$ cat config.mk
export PLATFORM = sky130hd
export DESIGN_NAME = instruction_controller
export DESIGN_NICKNAME = d
export VERILOG_FILES = /design/src/rtl/instruction_controller.sv
export SDC_FILE = /design/constraint.sdc
export NUM_CORES = 1
export LEC_CHECK = 0
export CAP_MARGIN = 5
export CORE_ASPECT_RATIO = 0.75
export CORE_UTILIZATION = 53
export DETAILED_ROUTE_END_ITERATION = 6
export HOLD_SLACK_MARGIN = 0.15
export MAX_ROUTING_LAYER = met4
export PLACE_DENSITY = 0.81
export SYNTH_ARGS = -nofsm -noshare
export SYNTH_HDL_FRONTEND = slang
export SYNTH_SLANG_ARGS = --single-unit
$ cat constraint.sdc
create_clock -name clk -period 7.4 [get_ports clk]
set_input_delay 2.22 -clock clk [delete_from_list [all_inputs] [get_ports clk]]
set_output_delay 2.22 -clock clk [all_outputs]
set_load 0.02 [all_outputs]
$ cat src/rtl/instruction_controller.sv
// Execution unit for the 10-bit {op, arg1, arg2} instruction stream: a three-cycle FETCH/EXEC/WB
// sequencer over a six-entry register file, with done/branch handshakes back to the fetch unit.
module instruction_controller #(
   parameter int OP_SIZE  = 4,
   parameter int ARG_SIZE = 3,
   parameter int ARG_NUM  = 2,
   parameter int DATA_W   = 8
) (
   input  logic                                 clk,
   input  logic                                 rst,
   input  logic                                 run,
   input  logic [OP_SIZE+ARG_NUM*ARG_SIZE-1:0]  instruction,
   input  logic [DATA_W-1:0]                    data_in,
   output logic                                 done,
   output logic                                 branch,
   output logic [3:0]                           branchaddress,
   output logic [DATA_W-1:0]                    bus_out,
   output logic                                 carry,
   output logic                                 busy
);

   localparam int IW = OP_SIZE + ARG_NUM * ARG_SIZE;

   localparam logic [OP_SIZE-1:0] OP_LOAD = OP_SIZE'(4'b0000);
   localparam logic [OP_SIZE-1:0] OP_MOVE = OP_SIZE'(4'b0001);
   localparam logic [OP_SIZE-1:0] OP_ADD  = OP_SIZE'(4'b0010);
   localparam logic [OP_SIZE-1:0] OP_XOR  = OP_SIZE'(4'b0011);
   localparam logic [OP_SIZE-1:0] OP_BR   = OP_SIZE'(4'b1000);
   localparam logic [OP_SIZE-1:0] OP_BL   = OP_SIZE'(4'b1001);

   localparam logic [ARG_SIZE-1:0] SEL_NA = '0;
   localparam logic [ARG_SIZE-1:0] SEL_R1 = ARG_SIZE'(1);
   localparam logic [ARG_SIZE-1:0] SEL_R6 = ARG_SIZE'(6);
   localparam logic [ARG_SIZE-1:0] SEL_PC = '1;

   typedef enum logic [1:0] {
      S_IDLE,
      S_FETCH,
      S_EXEC,
      S_WB
   } state_t;

   state_t                r_state;
   state_t                w_next;
   logic [IW-1:0]         r_ir;
   logic [3:0]            r_pc;
   logic [DATA_W-1:0]     r_rf [1:6];
   logic [DATA_W-1:0]     r_bus;
   logic                  r_carry;

   // Values computed in EXEC and consumed in WB
   logic [DATA_W-1:0]     r_res;
   logic                  r_cout;
   logic                  r_add;
   logic                  r_wen;
   logic [ARG_SIZE-1:0]   r_wsel;
   logic                  r_br;
   logic [3:0]            r_tgt;

   logic [OP_SIZE-1:0]    w_op;
   logic [ARG_SIZE-1:0]   w_a1;
   logic [ARG_SIZE-1:0]   w_a2;
   logic [DATA_W-1:0]     w_view [0:7];
   logic [DATA_W-1:0]     w_va;
   logic [DATA_W-1:0]     w_vb;
   logic [3:0]            w_pc_inc;
   logic [DATA_W:0]       w_sum;
   logic [DATA_W-1:0]     w_res;
   logic                  w_cout;
   logic                  w_add;
   logic                  w_wen;
   logic [ARG_SIZE-1:0]   w_wsel;
   logic                  w_br;
   logic [3:0]            w_tgt;
   logic                  w_wb;

   assign w_op     = r_ir[IW-1 -: OP_SIZE];
   assign w_a1     = r_ir[2*ARG_SIZE-1 -: ARG_SIZE];
   assign w_a2     = r_ir[ARG_SIZE-1:0];
   assign w_pc_inc = r_pc + 4'd1;

   // Select 0 reads as zero, 7 reads the shadow pc, the rest are R1..R6
   always_comb begin
      w_view[0] = '0;
      for (int i = 1; i <= 6; i++) begin
         w_view[i] = r_rf[i];
      end
      w_view[7] = {{(DATA_W-4){1'b0}}, r_pc};
   end

   assign w_va  = w_view[w_a1];
   assign w_vb  = w_view[w_a2];
   assign w_sum = {1'b0, w_va} + {1'b0, w_vb};

   always_comb begin
      w_res  = '0;
      w_cout = 1'b0;
      w_add  = 1'b0;
      w_wen  = 1'b0;
      w_wsel = w_a1;
      w_br   = 1'b0;
      w_tgt  = '0;
      case (w_op)
         OP_LOAD: begin
            w_res = data_in;
            w_wen = 1'b1;
         end
         OP_MOVE: begin
            if (w_a1 == SEL_PC) begin
               w_br  = 1'b1;
               w_tgt = w_vb[3:0];
            end else begin
               w_res = w_vb;
               w_wen = 1'b1;
            end
         end
         OP_ADD: begin
            {w_cout, w_res} = w_sum;
            w_add = 1'b1;
            w_wen = 1'b1;
         end
         OP_XOR: begin
            w_res = w_va ^ w_vb;
            w_wen = 1'b1;
         end
         OP_BR: begin
            w_br  = 1'b1;
            w_tgt = w_va[3:0];
         end
         OP_BL: begin
            // Target comes from the pre-write register view, so BL R6 uses the old R6
            w_br   = 1'b1;
            w_tgt  = w_va[3:0];
            w_res  = {{(DATA_W-4){1'b0}}, w_pc_inc};
            w_wsel = SEL_R6;
            w_wen  = 1'b1;
         end
         default: ;
      endcase
   end

   always_comb begin
      w_next = r_state;
      case (r_state)
         S_IDLE:  if (run) w_next = S_FETCH;
         S_FETCH: w_next = S_EXEC;
         S_EXEC:  w_next = S_WB;
         S_WB:    w_next = run ? S_FETCH : S_IDLE;
         default: w_next = S_IDLE;
      endcase
   end

   always_ff @(posedge clk or negedge rst) begin
      if (!rst) begin
         r_state <= S_IDLE;
      end else begin
         r_state <= w_next;
      end
   end

   always_ff @(posedge clk or negedge rst) begin
      if (!rst) begin
         r_ir   <= '0;
         r_res  <= '0;
         r_cout <= 1'b0;
         r_add  <= 1'b0;
         r_wen  <= 1'b0;
         r_wsel <= SEL_NA;
         r_br   <= 1'b0;
         r_tgt  <= '0;
      end else begin
         if (r_state == S_FETCH) begin
            r_ir <= instruction;
         end
         if (r_state == S_EXEC) begin
            r_res  <= w_res;
            r_cout <= w_cout;
            r_add  <= w_add;
            r_wen  <= w_wen;
            r_wsel <= w_wsel;
            r_br   <= w_br;
            r_tgt  <= w_tgt;
         end
      end
   end

   assign w_wb = (r_state == S_WB);

   always_ff @(posedge clk or negedge rst) begin
      if (!rst) begin
         for (int i = 1; i <= 6; i++) begin
            r_rf[i] <= '0;
         end
         r_bus   <= '0;
         r_carry <= 1'b0;
         r_pc    <= '0;
      end else if (w_wb) begin
         // Writes to NA or PC are dropped but still show on the bus
         if (r_wen) begin
            if (r_wsel >= SEL_R1 && r_wsel <= SEL_R6) begin
               r_rf[r_wsel] <= r_res;
            end
            r_bus <= r_res;
         end
         if (r_add) begin
            r_carry <= r_cout;
         end
         r_pc <= r_br ? r_tgt : w_pc_inc;
      end
   end

   assign done          = w_wb && !r_br;
   assign branch        = w_wb && r_br;
   assign branchaddress = branch ? r_tgt : 4'd0;
   assign bus_out       = r_bus;
   assign carry         = r_carry;
   assign busy          = (r_state != S_IDLE);

endmodule

==> results of run 1 <==
[sequential cells by signal (all words and copies together), names as in the netlist]
signal   count
r_wen        1
r_tgt        4
carry        1
bus_out      8
r_wsel       3
r_br         1
r_add        1
r_ir        10
r_pc         4
r_state      2
r_res        8
r_cout       1
r_rf        48
[layer usage]
metal / global-route usage [%] / share of wire [%] / vias up / routed length, µm
met3: 7.19 / 9.6 / 36 / 1260
met1: 39.4 / 42 / 2058 / 5560
li1: - / - / 1803 / -
met5: - / 0 / - / 0
met4: 10.8 / 2.2 / 0 / 296
met2: 41.4 / 46 / 190 / 6050
[cell type report]
cell class	count	area share, %
Multi-Input combinational cell	329	46.1
Sequential cell	92	38.5
Timing Repair Buffer	39	6.37
Clock buffer	11	4.06
Tap cell	132	2.76
Inverter	22	1.38
Clock inverter	4	0.838
[metrics by stage]
stage          instance area [µm²]  hold WS, ns
2_1_floorplan                 5280        0.471
3_3_place_gp                  5680        0.488
3_5_place_dp                  5680        0.493
4_1_cts                       5980        0.507
5_1_grt                       5980        0.526
6_report                      5980        0.502
[placed cells by master, fill, tap and decap left out, types with 5 or more instances in the layout]
cell type,count
a31oi_1,8
a22o_1,7
inv_1,21
nand2_1,33
o221ai_1,8
mux4_2,5
clkdlybuf4s50_1,35
dfrtp_1,92
mux2i_1,11
mux2_2,80
a221oi_1,8
clkbuf_16,9
ha_1,14
o21ai_0,17
nor2b_1,8
nand3_1,9
a21oi_1,22
and3_1,9
nor2_1,23
a22oi_1,10
[power breakdown]
group	total (mW)	internal (mW)	switching [mW]
Sequential	0.930	0.658	0.271
Combinational	1.01	0.463	0.549
Clock	0.459	0.268	0.191
[worst max path at each step]
| stage | end |
|---|---|
| global route | done |
| floorplan | branchaddress[1] |
| finish | done |
| CTS | done |
| global placement | branchaddress[0] |
| detailed placement | done |
[kinds of logic (layout without fill, tap and decap cells)]
logic type,after synthesis,count (layout),synth area share [%]
muxes,99,99,22.8
buffers and inverters,52,76,4.24
DFF,92,92,43.6
and+or+nand+nor,102,102,10.5
AOI/OAI and AO/OA,109,109,14.5
adders and majority gates,15,15,3.70
xor gates and xnor gates,4,4,0.664
==> out/results.ini, run 1 <==
[layout]
regArea_um2 = 2300
multi_input_area_um2 = 2750
final_util_pct = 61.9
antenna_cells = 0
syn_to_final_growth_pct = 13.2
final_cell_count_no_fill = 629
drive_gt1_share_pct = 22.5
nNetsFinal = 529
fillerInstances = 751

[power]
peakVddDrop_mv = 0.216
p_leak_nw = 2.72
powerDensity_nw_per_um2 = 402
total_power_mw = 2.40

[placed_design]
port_buffers = 36
dp.cells = 614
gp_congestion = 0.904
dp_slack_ns = 3.39
hpwl_mm = 9.00

[sta]
grt_setup_unrepaired = false
setup_viol = 0
slew_headroom_pct = 34.9
slew_violations = 0
setup_ws_ns = 2.99
finClkSkew_ns = 0.00952
period_minus_slack_ns = 4.41
hold_viol = 0
period_share_pct = 59.6
max_freq_mhz = 227
tns_ns = 0
worst_pin_slew_ns = 0.976

[synth]
synth.area.top_cells = dfrtp_1, mux2_2, ha_1, nand2_1, mux4_2
avgSynthCellArea_um2 = 11.2
post-synth-top-area-fraction_pct = 43.6
synth_most_common_cell = dfrtp_1
synth_flop_cell = dfrtp_1
syn-cell-area_um2 = 5280
synthesis.nets = 509
yosys_warnings = 0
yosysTopAreaCell = dfrtp_1
ys_seq_elements = 92
yosys-top-cells-count = dfrtp_1, mux2_2, nand2_1, nor2_1, a21oi_1
synth_cell_types = 59
synth_cells = 473
yosysSeqAreaShare_pct = 43.6
async_flop_share_pct = 100
synth-edff-count = 0

[worst_hold_path]
hp-class = reg2reg
hold_path_depth = 1
min_to = bus_out[6]$_DFFE_PN0P_
holdCritStartpoint = bus_out[6]$_DFFE_PN0P_

[outcome]
status = finished clean

[global_routing]
grt_use_total_pct = 28.8
antenna_found_initial = 0
first_global_vias = 4010
grt_pass1_wl_mm = 21.3
grt.overflow.total = 0
grt_max_degree = 76

[detailed_routing]
avgViaCountPerCell = 6.50
drc = 0
first_pass_iters = 5
ant_nets = 0
vias = 4087
wl_per_cell_um = 20.9
drt_wl_total_mm = 13.2
drtIter0Drc = 324

[clock_network]
clock_path_buffers = 2
clk_latency_ns = 0.35
path_clk_slew_ns = 0.06
cts_tree = built
post_cts_buffers = 0
cts_made_buffers = 9
holdBufCountCts = 0
cts.sinks = 92
ctsResizeCount = 0
cts.htree.levels = 3
root_buffer = clkbuf_16

[critical_path]
path_cells = ha_1 -> nor2b_1 -> clkdlybuf4s50_1
path_max_fanout = 17
r2r_setup_slack_ns = 3.72
cp.depth = 3
crit_path_top_delay_cell = clkdlybuf4s50_1
reg2reg_from = r_ir[1]$_DFFE_PN0N_
critPathLaunchType = flop
arrival_ns = 2.19
worstSetupStartpoint = r_state[0]$_DFFE_PN0P_
worstSetupPathType = reg2out
r2r_cells = 13
cp_top_family = buffers and inverters
rr_endpoint = r_cout$_DFFE_PN0N_
crit_path_end_kind = output pin
max_stage_delay_ns = 0.64
cp_num_buf_inv = 1
required_ns = 5.18

[floorplanning]
die_h_um = 88.4
dieWidth_um = 117
ios = 37
initial_core_util_pct = 54.7
core_area_um2 = 9660
row_count = 31
die-area_um2 = 10400

[run]
cap_viol_max_count = 0

Note: power is estimated with default switching activity, not from simulation.
==> run 2: changes to the inputs <==
Clock period 7.4 ns to 4.2 ns, I/O delays scaled along.
==> out/results.ini, run 2 (synthesis gave the netlist of run 1 again) <==
[power]
pwr-share-clk_pct = 19.4
peakVddDrop_mv = 0.402
power_switching_share_pct = 41.7
internal_power_mw = 2.48
powerDensity_nw_per_um2 = 708
comb_power_share_pct = 42.1
p_switching_mw = 1.78
p_leak_nw = 2.76
seq_power_share_pct = 38.5

[layout]
nNetsFinal = 533
fillerInstances = 774
largest_register_ffs = 48
final_cell_mix = dfrtp_1, mux2_2, clkdlybuf4s50_1
largest_registers = r_rf (48), r_ir (10)
drive_gt1_share_pct = 23.5
syn_to_final_growth_pct = 14.0
regMostFlops = r_rf
antenna_cells = 0
final_common_cell = dfrtp_1

[detailed_routing]
first_pass_iters = 5
wl_per_cell_um = 21.2
ant_nets = 0
drt_wl_total_mm = 13.4
drc = 0
vias = 4080
drtIter0Drc = 427
avgViaCountPerCell = 6.44

[floorplanning]
die_h_um = 88.4
ios = 37
initial_core_util_pct = 54.7
core_area_um2 = 9660
dieWidth_um = 117
die-area_um2 = 10400
row_count = 31

[clock_network]
clk_latency_ns = 0.34
path_clk_slew_ns = 0.06
cts.sinks = 92
cts_made_buffers = 9
cts_tree = built
clock_path_buffers = 2
root_buffer = clkbuf_16
post_cts_buffers = 0
holdBufCountCts = 0
ctsResizeCount = 0
cts.htree.levels = 3

[outcome]
status = finished clean

[sta]
worst_pin_slew_ns = 0.843
grt_setup_unrepaired = false
setup_ws_ns = 0.726
finClkSkew_ns = 0.00766
slew_headroom_pct = 43.8
slew_violations = 0
setup_viol = 0
tns_ns = 0
period_share_pct = 82.7
period_minus_slack_ns = 3.47
max_freq_mhz = 288
hold_viol = 0

[critical_path]
path_cells = mux2_2 -> a22oi_1 -> nor2_1 -> a21oi_1 -> inv_1 -> ha_1 -> inv_1 -> fa_1 -> nor2b_1 -> o21a_1 -> o311ai_0 -> o21ai_0 -> o21ai_0
required_ns = 4.44
r2r_cells = 13
crit_path_top_delay_cell = dfrtp_1
arrival_ns = 3.72
path_max_fanout = 20
worstSetupPathType = reg2reg
r2r_setup_slack_ns = 0.73
rr_endpoint = r_res[4]$_DFFE_PN0N_
critPathLaunchType = flop
reg2reg_from = r_ir[1]$_DFFE_PN0N_
max_stage_delay_ns = 0.89
crit_path_end_kind = flop

[global_routing]
antenna_found_initial = 0
grt_pass1_wl_mm = 21.5
grt_use_total_pct = 29.2
grt_max_degree = 48
first_global_vias = 3994
grt.overflow.total = 0

[placed_design]
gp_congestion = 0.979
hpwl_mm = 9.33
dp_slack_ns = 0.813
port_buffers = 36

[run]
cap_viol_max_count = 0

[worst_hold_path]
hp-class = reg2reg
min_to = bus_out[6]$_DFFE_PN0P_
hold_path_depth = 1
holdCritStartpoint = bus_out[6]$_DFFE_PN0P_

[run 2: changes by cell type in the layout (fill, tap and decap cells not counted)]
cell / change
buf_4: +4
clkbuf_8: +1
clkbuf_1: -1
clkinvlp_4: -2
clkinv_2: +3
[run 2: how the worst max path moves through the flow]
stage | cells after the start | to | startpoint
final | 13 | r_res[4]$_DFFE_PN0N_ | r_ir[1]$_DFFE_PN0N_
after global routing | 13 | r_res[4]$_DFFE_PN0N_ | r_ir[1]$_DFFE_PN0N_
after CTS | 3 | branchaddress[0] | r_state[0]$_DFFE_PN0P_
after detailed placement | 13 | r_res[4]$_DFFE_PN0N_ | r_ir[1]$_DFFE_PN0N_
after global placement | 13 | r_res[4]$_DFFE_PN0N_ | r_ir[1]$_DFFE_PN0N_
after floorplan | 15 | r_res[4]$_DFFE_PN0N_ | r_ir[1]$_DFFE_PN0N_
[run 2: cell type report]
class | count | area (µm²) | area share, %
Timing Repair Buffer | 43 | 410 | 6.82
Clock inverter | 5 | 50.0 | 0.832
Clock buffer | 11 | 253 | 4.20
Sequential cell | 92 | 2300 | 38.3
Multi-Input combinational cell | 329 | 2750 | 45.8
Tap cell | 132 | 165 | 2.75
Inverter | 22 | 82.6 | 1.37
[run 2: per-stage QoR]
step / hold WS [ns] / power, mW / utilization [%] / instance area [µm²] / cells
2_1_floorplan: 0.471 / 2.85 / - / 5280 / 473
3_3_place_gp: 0.487 / 3.31 / 59.2 / 5710 / 618
3_5_place_dp: 0.492 / 3.38 / 59.2 / 5710 / 618
4_1_cts: 0.510 / 4.23 / 62.3 / 6020 / 634
5_1_grt: 0.531 / 4.51 / 62.3 / 6020 / 634
6_report: 0.504 / 4.26 / 62.3 / 6020 / 634
[run 2: per-layer routing]
| layer | global-route usage [%] | routed length (µm) |
|---|---|---|
| met1 | 38.6 | 6000 |
| met2 | 44.5 | 6290 |
| met3 | 7.81 | 898 |
| met4 | 7.71 | 242 |
| met5 | - | 0 |
[run 2: worst max-delay path: cells and delay by family, from the launching register on]
kind | cells | cell delay (ns)
simple gates | 2 | 0.15
fa+ha+maj | 2 | 0.45
compound gates | 6 | 1.30
buf+inv | 2 | 0.15
mux | 1 | 0.42
flops | 1 | 0.89
[run 2: power groups by stage]
stage / logic, mW / clock network (mW) / registers [mW]
2_1_floorplan: 1.47 / 0 / 1.38
4_1_cts: 1.77 / 0.838 / 1.62
3_5_place_dp: 1.75 / 0 / 1.63
3_3_place_gp: 1.69 / 0 / 1.61
6_report: 1.79 / 0.825 / 1.64
5_1_grt: 1.95 / 0.874 / 1.68
